===== config.mk =====
export PLATFORM = sky130hd
export DESIGN_NAME = ikaopm_bus_writer_flat
export DESIGN_NICKNAME = d
export VERILOG_FILES = /design/src/rtl/ikaopm_bus_writer_if.sv /design/src/rtl/ikaopm_bus_writer.sv /design/src/flat_wrapper.sv
export SDC_FILE = /design/constraint.sdc
export NUM_CORES = 1
export LEC_CHECK = 0
export CAP_MARGIN = 20
export CELL_PAD_IN_SITES_DETAIL_PLACEMENT = 2
export CELL_PAD_IN_SITES_GLOBAL_PLACEMENT = 2
export CORE_AREA = 5 5 124 126
export CTS_CLUSTER_DIAMETER = 30
export DETAILED_ROUTE_END_ITERATION = 8
export DIE_AREA = 0 0 129 131
export PLACE_DENSITY = 0.68
export SLEW_MARGIN = 30
export SYNTH_ARGS = -nofsm -noshare
export SYNTH_HDL_FRONTEND = slang
export SYNTH_SLANG_ARGS = --single-unit

===== constraint.sdc =====
create_clock -name i_EMUCLK -period 4.4 [get_ports i_EMUCLK]
set_input_delay 0.88 -clock i_EMUCLK [delete_from_list [all_inputs] [get_ports i_EMUCLK]]
set_output_delay 0.88 -clock i_EMUCLK [all_outputs]
set_load 0.03 [all_outputs]

===== src/rtl/ikaopm_bus_writer_if.sv =====
// Request handshake plus YM2151-style CPU bus bundle
// between a host and the IKAOPM bus writer.
interface ikaopm_bus_writer_if;
  logic       REQ_VALID;
  logic       REQ_READY;
  logic [7:0] REQ_ADDR;
  logic [7:0] REQ_DATA;
  logic       CS_n;
  logic       WR_n;
  logic       RD_n;
  logic       A0;
  logic [7:0] D;
  logic       BUSY;

  modport slave (
    input  REQ_VALID,
    input  REQ_ADDR,
    input  REQ_DATA,
    output REQ_READY,
    output CS_n,
    output WR_n,
    output RD_n,
    output A0,
    output D,
    output BUSY
  );

  modport master (
    output REQ_VALID,
    output REQ_ADDR,
    output REQ_DATA,
    input  REQ_READY,
    input  CS_n,
    input  WR_n,
    input  RD_n,
    input  A0,
    input  D,
    input  BUSY
  );
endinterface


===== src/rtl/ikaopm_bus_writer.sv =====
// Queued register-write sequencer that replays each request as an
// address cycle, a data cycle and a phiM-counted busy wait.
module ikaopm_bus_writer #(
  parameter int FIFO_DEPTH = 4,
  parameter int SETUP_CYC  = 3,
  parameter int PULSE_CYC  = 4,
  parameter int HOLD_CYC   = 3,
  parameter int BUSY_WAIT  = 68
) (
  input  logic               i_EMUCLK,
  input  logic               i_RST,
  input  logic               i_phiM_PCEN_n,
  ikaopm_bus_writer_if.slave bus
);
  localparam int AW = $clog2(FIFO_DEPTH);
  localparam int CW = 16;

  typedef enum logic [2:0] {
    IDLE,
    A_SETUP,
    A_PULSE,
    A_HOLD,
    D_SETUP,
    D_PULSE,
    D_HOLD,
    WAIT
  } state_t;

  state_t        state;
  state_t        nxt;
  logic [CW-1:0] cnt;
  logic [CW-1:0] cnt_nxt;

  logic [7:0]    fifo_addr [FIFO_DEPTH];
  logic [7:0]    fifo_data [FIFO_DEPTH];
  logic [AW-1:0] wr_ptr;
  logic [AW-1:0] rd_ptr;
  logic [AW:0]   count;
  logic [AW:0]   count_nxt;
  logic          full;
  logic          empty;
  logic          push;
  logic          launch;

  logic [7:0]    wdata;
  logic [7:0]    wdata_nxt;
  logic          cs_n_q;
  logic          wr_n_q;
  logic          a0_q;
  logic [7:0]    d_q;
  logic          busy_q;
  logic          cs_n_nxt;
  logic          wr_n_nxt;
  logic          a0_nxt;
  logic [7:0]    d_nxt;
  logic          busy_nxt;

  // Ready reflects fullness before any pop on the same edge.
  assign full      = (count == (AW+1)'(FIFO_DEPTH));
  assign empty     = (count == '0);
  assign push      = bus.REQ_VALID & ~full;
  assign count_nxt = count + (AW+1)'(push)
                   - (AW+1)'(launch);

  assign bus.REQ_READY = ~full;
  assign bus.CS_n      = cs_n_q;
  assign bus.WR_n      = wr_n_q;
  assign bus.RD_n      = 1'b1;
  assign bus.A0        = a0_q;
  assign bus.D         = d_q;
  assign bus.BUSY      = busy_q;

  always_ff @(posedge i_EMUCLK or posedge i_RST) begin
    if (i_RST) begin
      wr_ptr <= '0;
      rd_ptr <= '0;
      count  <= '0;
    end else begin
      if (push) begin
        wr_ptr <= wr_ptr + 1'b1;
      end
      if (launch) begin
        rd_ptr <= rd_ptr + 1'b1;
      end
      count <= count_nxt;
    end
  end

  always_ff @(posedge i_EMUCLK) begin
    if (push) begin
      fifo_addr[wr_ptr] <= bus.REQ_ADDR;
      fifo_data[wr_ptr] <= bus.REQ_DATA;
    end
  end

  always_ff @(posedge i_EMUCLK or posedge i_RST) begin
    if (i_RST) begin
      state <= IDLE;
      cnt   <= '0;
    end else begin
      state <= nxt;
      cnt   <= cnt_nxt;
    end
  end

  // One shared down-counter, reloaded with (length-1) on every entry.
  always_comb begin
    nxt     = state;
    cnt_nxt = cnt;
    launch  = 1'b0;
    unique case (state)
      IDLE: begin
        launch = ~empty;
      end
      A_SETUP: begin
        if (cnt == '0) begin
          nxt     = A_PULSE;
          cnt_nxt = CW'(PULSE_CYC - 1);
        end else begin
          cnt_nxt = cnt - 1'b1;
        end
      end
      A_PULSE: begin
        if (cnt == '0) begin
          nxt     = A_HOLD;
          cnt_nxt = CW'(HOLD_CYC - 1);
        end else begin
          cnt_nxt = cnt - 1'b1;
        end
      end
      A_HOLD: begin
        if (cnt == '0) begin
          nxt     = D_SETUP;
          cnt_nxt = CW'(SETUP_CYC - 1);
        end else begin
          cnt_nxt = cnt - 1'b1;
        end
      end
      D_SETUP: begin
        if (cnt == '0) begin
          nxt     = D_PULSE;
          cnt_nxt = CW'(PULSE_CYC - 1);
        end else begin
          cnt_nxt = cnt - 1'b1;
        end
      end
      D_PULSE: begin
        if (cnt == '0) begin
          nxt     = D_HOLD;
          cnt_nxt = CW'(HOLD_CYC - 1);
        end else begin
          cnt_nxt = cnt - 1'b1;
        end
      end
      D_HOLD: begin
        if (cnt == '0) begin
          if (BUSY_WAIT == 0) begin
            nxt    = IDLE;
            launch = ~empty;
          end else begin
            nxt     = WAIT;
            cnt_nxt = CW'(BUSY_WAIT);
          end
        end else begin
          cnt_nxt = cnt - 1'b1;
        end
      end
      WAIT: begin
        // Frozen while phiM enables are absent.
        if (!i_phiM_PCEN_n) begin
          if (cnt <= CW'(1)) begin
            nxt    = IDLE;
            launch = ~empty;
          end else begin
            cnt_nxt = cnt - 1'b1;
          end
        end
      end
      default: begin
        nxt = IDLE;
      end
    endcase
    if (launch) begin
      nxt     = A_SETUP;
      cnt_nxt = CW'(SETUP_CYC - 1);
    end
  end

  // Pins are registered from the next state.
  always_comb begin
    cs_n_nxt  = ~(nxt inside {A_SETUP, A_PULSE,
                              D_SETUP, D_PULSE});
    wr_n_nxt  = ~(nxt inside {A_PULSE, D_PULSE});
    a0_nxt    = a0_q;
    d_nxt     = d_q;
    wdata_nxt = wdata;
    if (launch) begin
      a0_nxt    = 1'b0;
      d_nxt     = fifo_addr[rd_ptr];
      wdata_nxt = fifo_data[rd_ptr];
    end else if (state == A_HOLD &&
                 nxt == D_SETUP) begin
      a0_nxt = 1'b1;
      d_nxt  = wdata;
    end
    busy_nxt = (count_nxt != '0) || (nxt != IDLE);
  end

  always_ff @(posedge i_EMUCLK or posedge i_RST) begin
    if (i_RST) begin
      cs_n_q <= 1'b1;
      wr_n_q <= 1'b1;
      a0_q   <= 1'b0;
      d_q    <= '0;
      busy_q <= 1'b0;
      wdata  <= '0;
    end else begin
      cs_n_q <= cs_n_nxt;
      wr_n_q <= wr_n_nxt;
      a0_q   <= a0_nxt;
      d_q    <= d_nxt;
      busy_q <= busy_nxt;
      wdata  <= wdata_nxt;
    end
  end
endmodule


===== src/flat_wrapper.sv =====
// flat-port wrapper written by rule: the top's interface ports become plain ports
module ikaopm_bus_writer_flat 
#(
  parameter int FIFO_DEPTH = 4,
  parameter int SETUP_CYC  = 3,
  parameter int PULSE_CYC  = 4,
  parameter int HOLD_CYC   = 3,
  parameter int BUSY_WAIT  = 68
)
  (i_EMUCLK, i_RST, i_phiM_PCEN_n, bus_REQ_VALID, bus_REQ_ADDR, bus_REQ_DATA, bus_REQ_READY, bus_CS_n, bus_WR_n, bus_RD_n, bus_A0, bus_D, bus_BUSY);
  ikaopm_bus_writer_if bus_i ();
  input  logic i_EMUCLK;
  input  logic i_RST;
  input  logic i_phiM_PCEN_n;
  input wire logic [$bits(bus_i.REQ_VALID)-1:0] bus_REQ_VALID;
  input wire logic [$bits(bus_i.REQ_ADDR)-1:0] bus_REQ_ADDR;
  input wire logic [$bits(bus_i.REQ_DATA)-1:0] bus_REQ_DATA;
  output wire logic [$bits(bus_i.REQ_READY)-1:0] bus_REQ_READY;
  output wire logic [$bits(bus_i.CS_n)-1:0] bus_CS_n;
  output wire logic [$bits(bus_i.WR_n)-1:0] bus_WR_n;
  output wire logic [$bits(bus_i.RD_n)-1:0] bus_RD_n;
  output wire logic [$bits(bus_i.A0)-1:0] bus_A0;
  output wire logic [$bits(bus_i.D)-1:0] bus_D;
  output wire logic [$bits(bus_i.BUSY)-1:0] bus_BUSY;
  assign bus_i.REQ_VALID = bus_REQ_VALID;
  assign bus_i.REQ_ADDR = bus_REQ_ADDR;
  assign bus_i.REQ_DATA = bus_REQ_DATA;
  assign bus_REQ_READY = bus_i.REQ_READY;
  assign bus_CS_n = bus_i.CS_n;
  assign bus_WR_n = bus_i.WR_n;
  assign bus_RD_n = bus_i.RD_n;
  assign bus_A0 = bus_i.A0;
  assign bus_D = bus_i.D;
  assign bus_BUSY = bus_i.BUSY;
  ikaopm_bus_writer #(.FIFO_DEPTH(FIFO_DEPTH), .SETUP_CYC(SETUP_CYC), .PULSE_CYC(PULSE_CYC), .HOLD_CYC(HOLD_CYC), .BUSY_WAIT(BUSY_WAIT)) u_core (.i_EMUCLK(i_EMUCLK), .i_RST(i_RST), .i_phiM_PCEN_n(i_phiM_PCEN_n), .bus(bus_i));
endmodule

==> flow_summary_export.csv <==
group,metric,value,unit
run_status,status,"finished clean",
critical_path,critPathBufInv,4,
pwr,power_density,443,nW/um^2
pwr,switching_share,29.2,%
critical_path,worstPathCellList,"clkdlybuf4s50_1 > nand4b_1 > nor3_2 > a21oi_4 > inv_2 > ha_1 > inv_1 > ha_1 > inv_1 > fa_1 > xnor2_1 > xnor2_1 > nor4_1 > o21ai_0",
cts,cts_hold_buf,0,
routing,wl_per_cell,20.6,um
cells_and_area,fin_util,41.1,%
placement,gp_congestion,0.710,
pwr,seq_power_share,53.1,%
synthesis,async_reset_ff_share,41.8,%
critical_path,crit_fanout,11,
die,io_pins,34,
synthesis,synth_fp_nets,393,
global_route,grt_pass1_vias,3418,
critical_path,reg2regPathDepth,16,
die,start_util,35.7,%
cts,cts_buffers,9,
cts,max-clock-path-buffers,2,
cts,path_clk_slew,80,ps
sta,finalCritPeriodShare,79.7,%
cells_and_area,num_antenna_cells,0,
die,die_w,129,um
sta,max_slew_margin,38.0,%
synthesis,mappedNetlistArea,5070,sq um
critical_path,cp.required,4630,ps
die,die_area,16900,sq um
routing,routed_via_density,5.24,
sta,worst_pin_slew,930,ps
critical_path,crit_slowest_cell,"clkdlybuf4s50_1",
routing,wl,11900,um
sta,finalHoldViolCount,0,
cells_and_area,nets,420,
sta,timing.fmax,0.285,GHz
hold_path,hold_path_class,"reg2reg",
pwr,switchingPower,0.755,mW
die,core,14200,sq um
cts,clock-root-buffer,"clkbuf_16",
hold_path,min_path_cells,2,
cts,clock-sinks,110,
pwr,intPower,1.83,mW
global_route,grt_usage,15.3,%
global_route,grt_pass1_wl,19500,um
cells_and_area,drive_above_1_share,17.2,%
pwr,combPwrFrac,15.3,%
synthesis,synthCells,363,
sta,rsz0062_at_grt,"no",
sta,setup_viol,0,
sta,fin_ws,892,ps
cts,clk-insertion-delay-late,350,ps
cts,htree_levels,3,
synthesis,yosysSeqAreaShare,60.6,%
pwr,ir_worst_vdd,0.261,mV
synthesis,synth_edf_count,64,
synthesis,ys.flop_type,"edfxtp_1",
critical_path,worst_ep_arrival_time,3740,ps
routing,vias,3035,
critical_path,worstSetupStartpointType,"input port",
die,num_rows,44,
routing,ant_nets,0,
die,die_y,131,um
routing,drc,0,
pwr,power_frac_clock,31.6,%
critical_path,path_delay_family,"buffers and inverters",
synthesis,yosysWarnings,0,
routing,drt_pass1_iterations,4,
placement,dpl.hpwl,7810,um
pwr,p_leak,2.12,nW
synthesis,ys_types,59,
sta,fin_worst_skew,8.01,ps
sta,layout_min_cycle_time,3510,ps
critical_path,critPathKind,"in2reg",
cts,ctsResizeCount,0,
cells_and_area,syn2layout_area_growth,15.0,%
cts,post_cts_buffers,0,
routing,drt_iter0_drc,151,
global_route,grt_max_degree,47,
cts,cts_tree,"yes",
critical_path,crit_cells,14,
critical_path,critPathMaxStageDelay,490,ps
sta,drv_slew,0,
cells_and_area,stdcell_count,579,
synthesis,avgSynthCellArea,14.0,sq um
critical_path,critPathCaptureType,"register",
global_route,globalRouteOverflowTotal,0,
sta,fin_tns_setup,0,ps
placement,port-buffer-count,32,
global_route,antenna_found_initial,0,
synthesis,yosys_register_bits,110,
job,maxCapViolCount,0,
cells_and_area,layout_commonest_cell,"edfxtp_1",
placement,numPlacedInstances,563,
placement,pre_cts_slack,510,ps
cells_and_area,final_cell_mix,"64 x edfxtp_1, 44 x dfrtp_1, 34 x nand2_1",
## synthesized netlist by cell type, drive strengths merged (2+ instances only)
cell type	instances	area, sq um
a2111oi	2	30.0
a211oi	4	35.0
a21boi	2	15.0
a21oi	19	133
a31oi	3	18.8
and2	3	21.3
and3	4	25.0
buf	11	81.3
clkbuf	9	35.0
dfrtp	44	1100
dfstp	2	52.6
edfxtp	64	1920
ha	9	113
inv	11	41.3
mux2	8	90.1
mux2i	21	210
mux4	16	360
nand2	35	134
nand3	2	10.0
nand3b	3	22.5
nand4b	2	17.5
nor2	26	97.6
nor2b	2	12.5
nor3	6	35.0
nor4	5	76.3
o21ai	9	45.0
o221a	3	33.8
o221ai	2	17.5
o31ai	2	15.0
or3	15	93.8
xnor2	6	52.6
## power groups by stage
stage / clock, mW / sequential (mW) / combinational [mW]
after CTS: 0.846 / 1.38 / 0.411
after global placement: 0 / 1.38 / 0.385
after global routing: 0.887 / 1.40 / 0.447
after floorplan: 0 / 1.36 / 0.274
after detailed placement: 0 / 1.40 / 0.406
final: 0.817 / 1.37 / 0.395
## flip-flops by register name (all words and copies together) (netlist names), 2 cells and up
signal            flops
u_core.state          3
u_core.bus.D          8
u_core.cnt           16
u_core.fifo_data     32
u_core.count          3
u_core.wr_ptr         2
u_core.rd_ptr         2
u_core.wdata          8
u_core.fifo_addr     32
## final timing paths
path / from / to / slack (ps)
min: u_core.bus.A0$_DFFE_PP0P_ / u_core.bus.A0$_DFFE_PP0P_ / 490
max reg2reg: u_core.cnt[0]$_DFFE_PP0P_ / u_core.bus.BUSY$_DFF_PP0_ / 1020
max: i_phiM_PCEN_n / u_core.bus.BUSY$_DFF_PP0_ / 890
min in group asynchronous: i_RST / u_core.bus.A0$_DFFE_PP0P_ / 960
min reg2reg: u_core.bus.A0$_DFFE_PP0P_ / u_core.bus.A0$_DFFE_PP0P_ / 490
max in group asynchronous: i_RST / u_core.bus.D[6]$_DFFE_PP0P_ / 3030
## layout make-up
cell class	instances	area [sq um]
fill	1423	8370
sequential	110	3080
multi-input combinational	222	1840
timing repair buffer	36	350
tap	184	230
clock buffer	9	225
clock inverter	7	71.3
inverter	11	43.8
## worst register-to-register path, stage by stage, from the launching register on
cell and delay [ps]:
dfrtp_1 440, inv_1 100, ha_1 250, nor2_1 90
nand3b_1 210, nor3_2 320, a21oi_4 60, inv_2 240
ha_1 280, inv_1 60, ha_1 130, inv_1 50
fa_1 380, xnor2_1 150, xnor2_1 150, nor4_1 220
o21ai_0 120
## through the flow
stage	cell area [sq um]	hold slack (ps)	power, mW
floorplan	5070	457	1.64
global placement	5540	472	1.77
detailed placement	5540	485	1.80
CTS	5840	505	2.63
global route	5840	528	2.73
finish	5840	495	2.58
## logic make-up (layout without fill, tap and decap cells)
logic type | Yosys count | count (layout) | share of synthesized area [%]
compound gates | 52 | 52 | 8.01
simple gates | 108 | 108 | 11.5
buf+inv | 31 | 63 | 3.11
fa+ha+maj | 10 | 10 | 2.61
other cells | 1 | 1 | 0.0739
mux | 45 | 45 | 13.0
flops | 110 | 110 | 60.6
xor+xnor | 6 | 6 | 1.04
## layer usage
layer | routed length, um | share of wire [%] | vias up | GRT usage (%)
li1 | - | - | 1400 | -
met1 | 5060 | 42 | 1597 | 18.3
met2 | 6530 | 55 | 31 | 28.1
met3 | 263 | 2.2 | 7 | 3.41
met4 | 92 | 0.77 | 0 | 3.52
met5 | 0 | 0 | - | 0
Note: power is estimated with default switching activity, not from simulation.
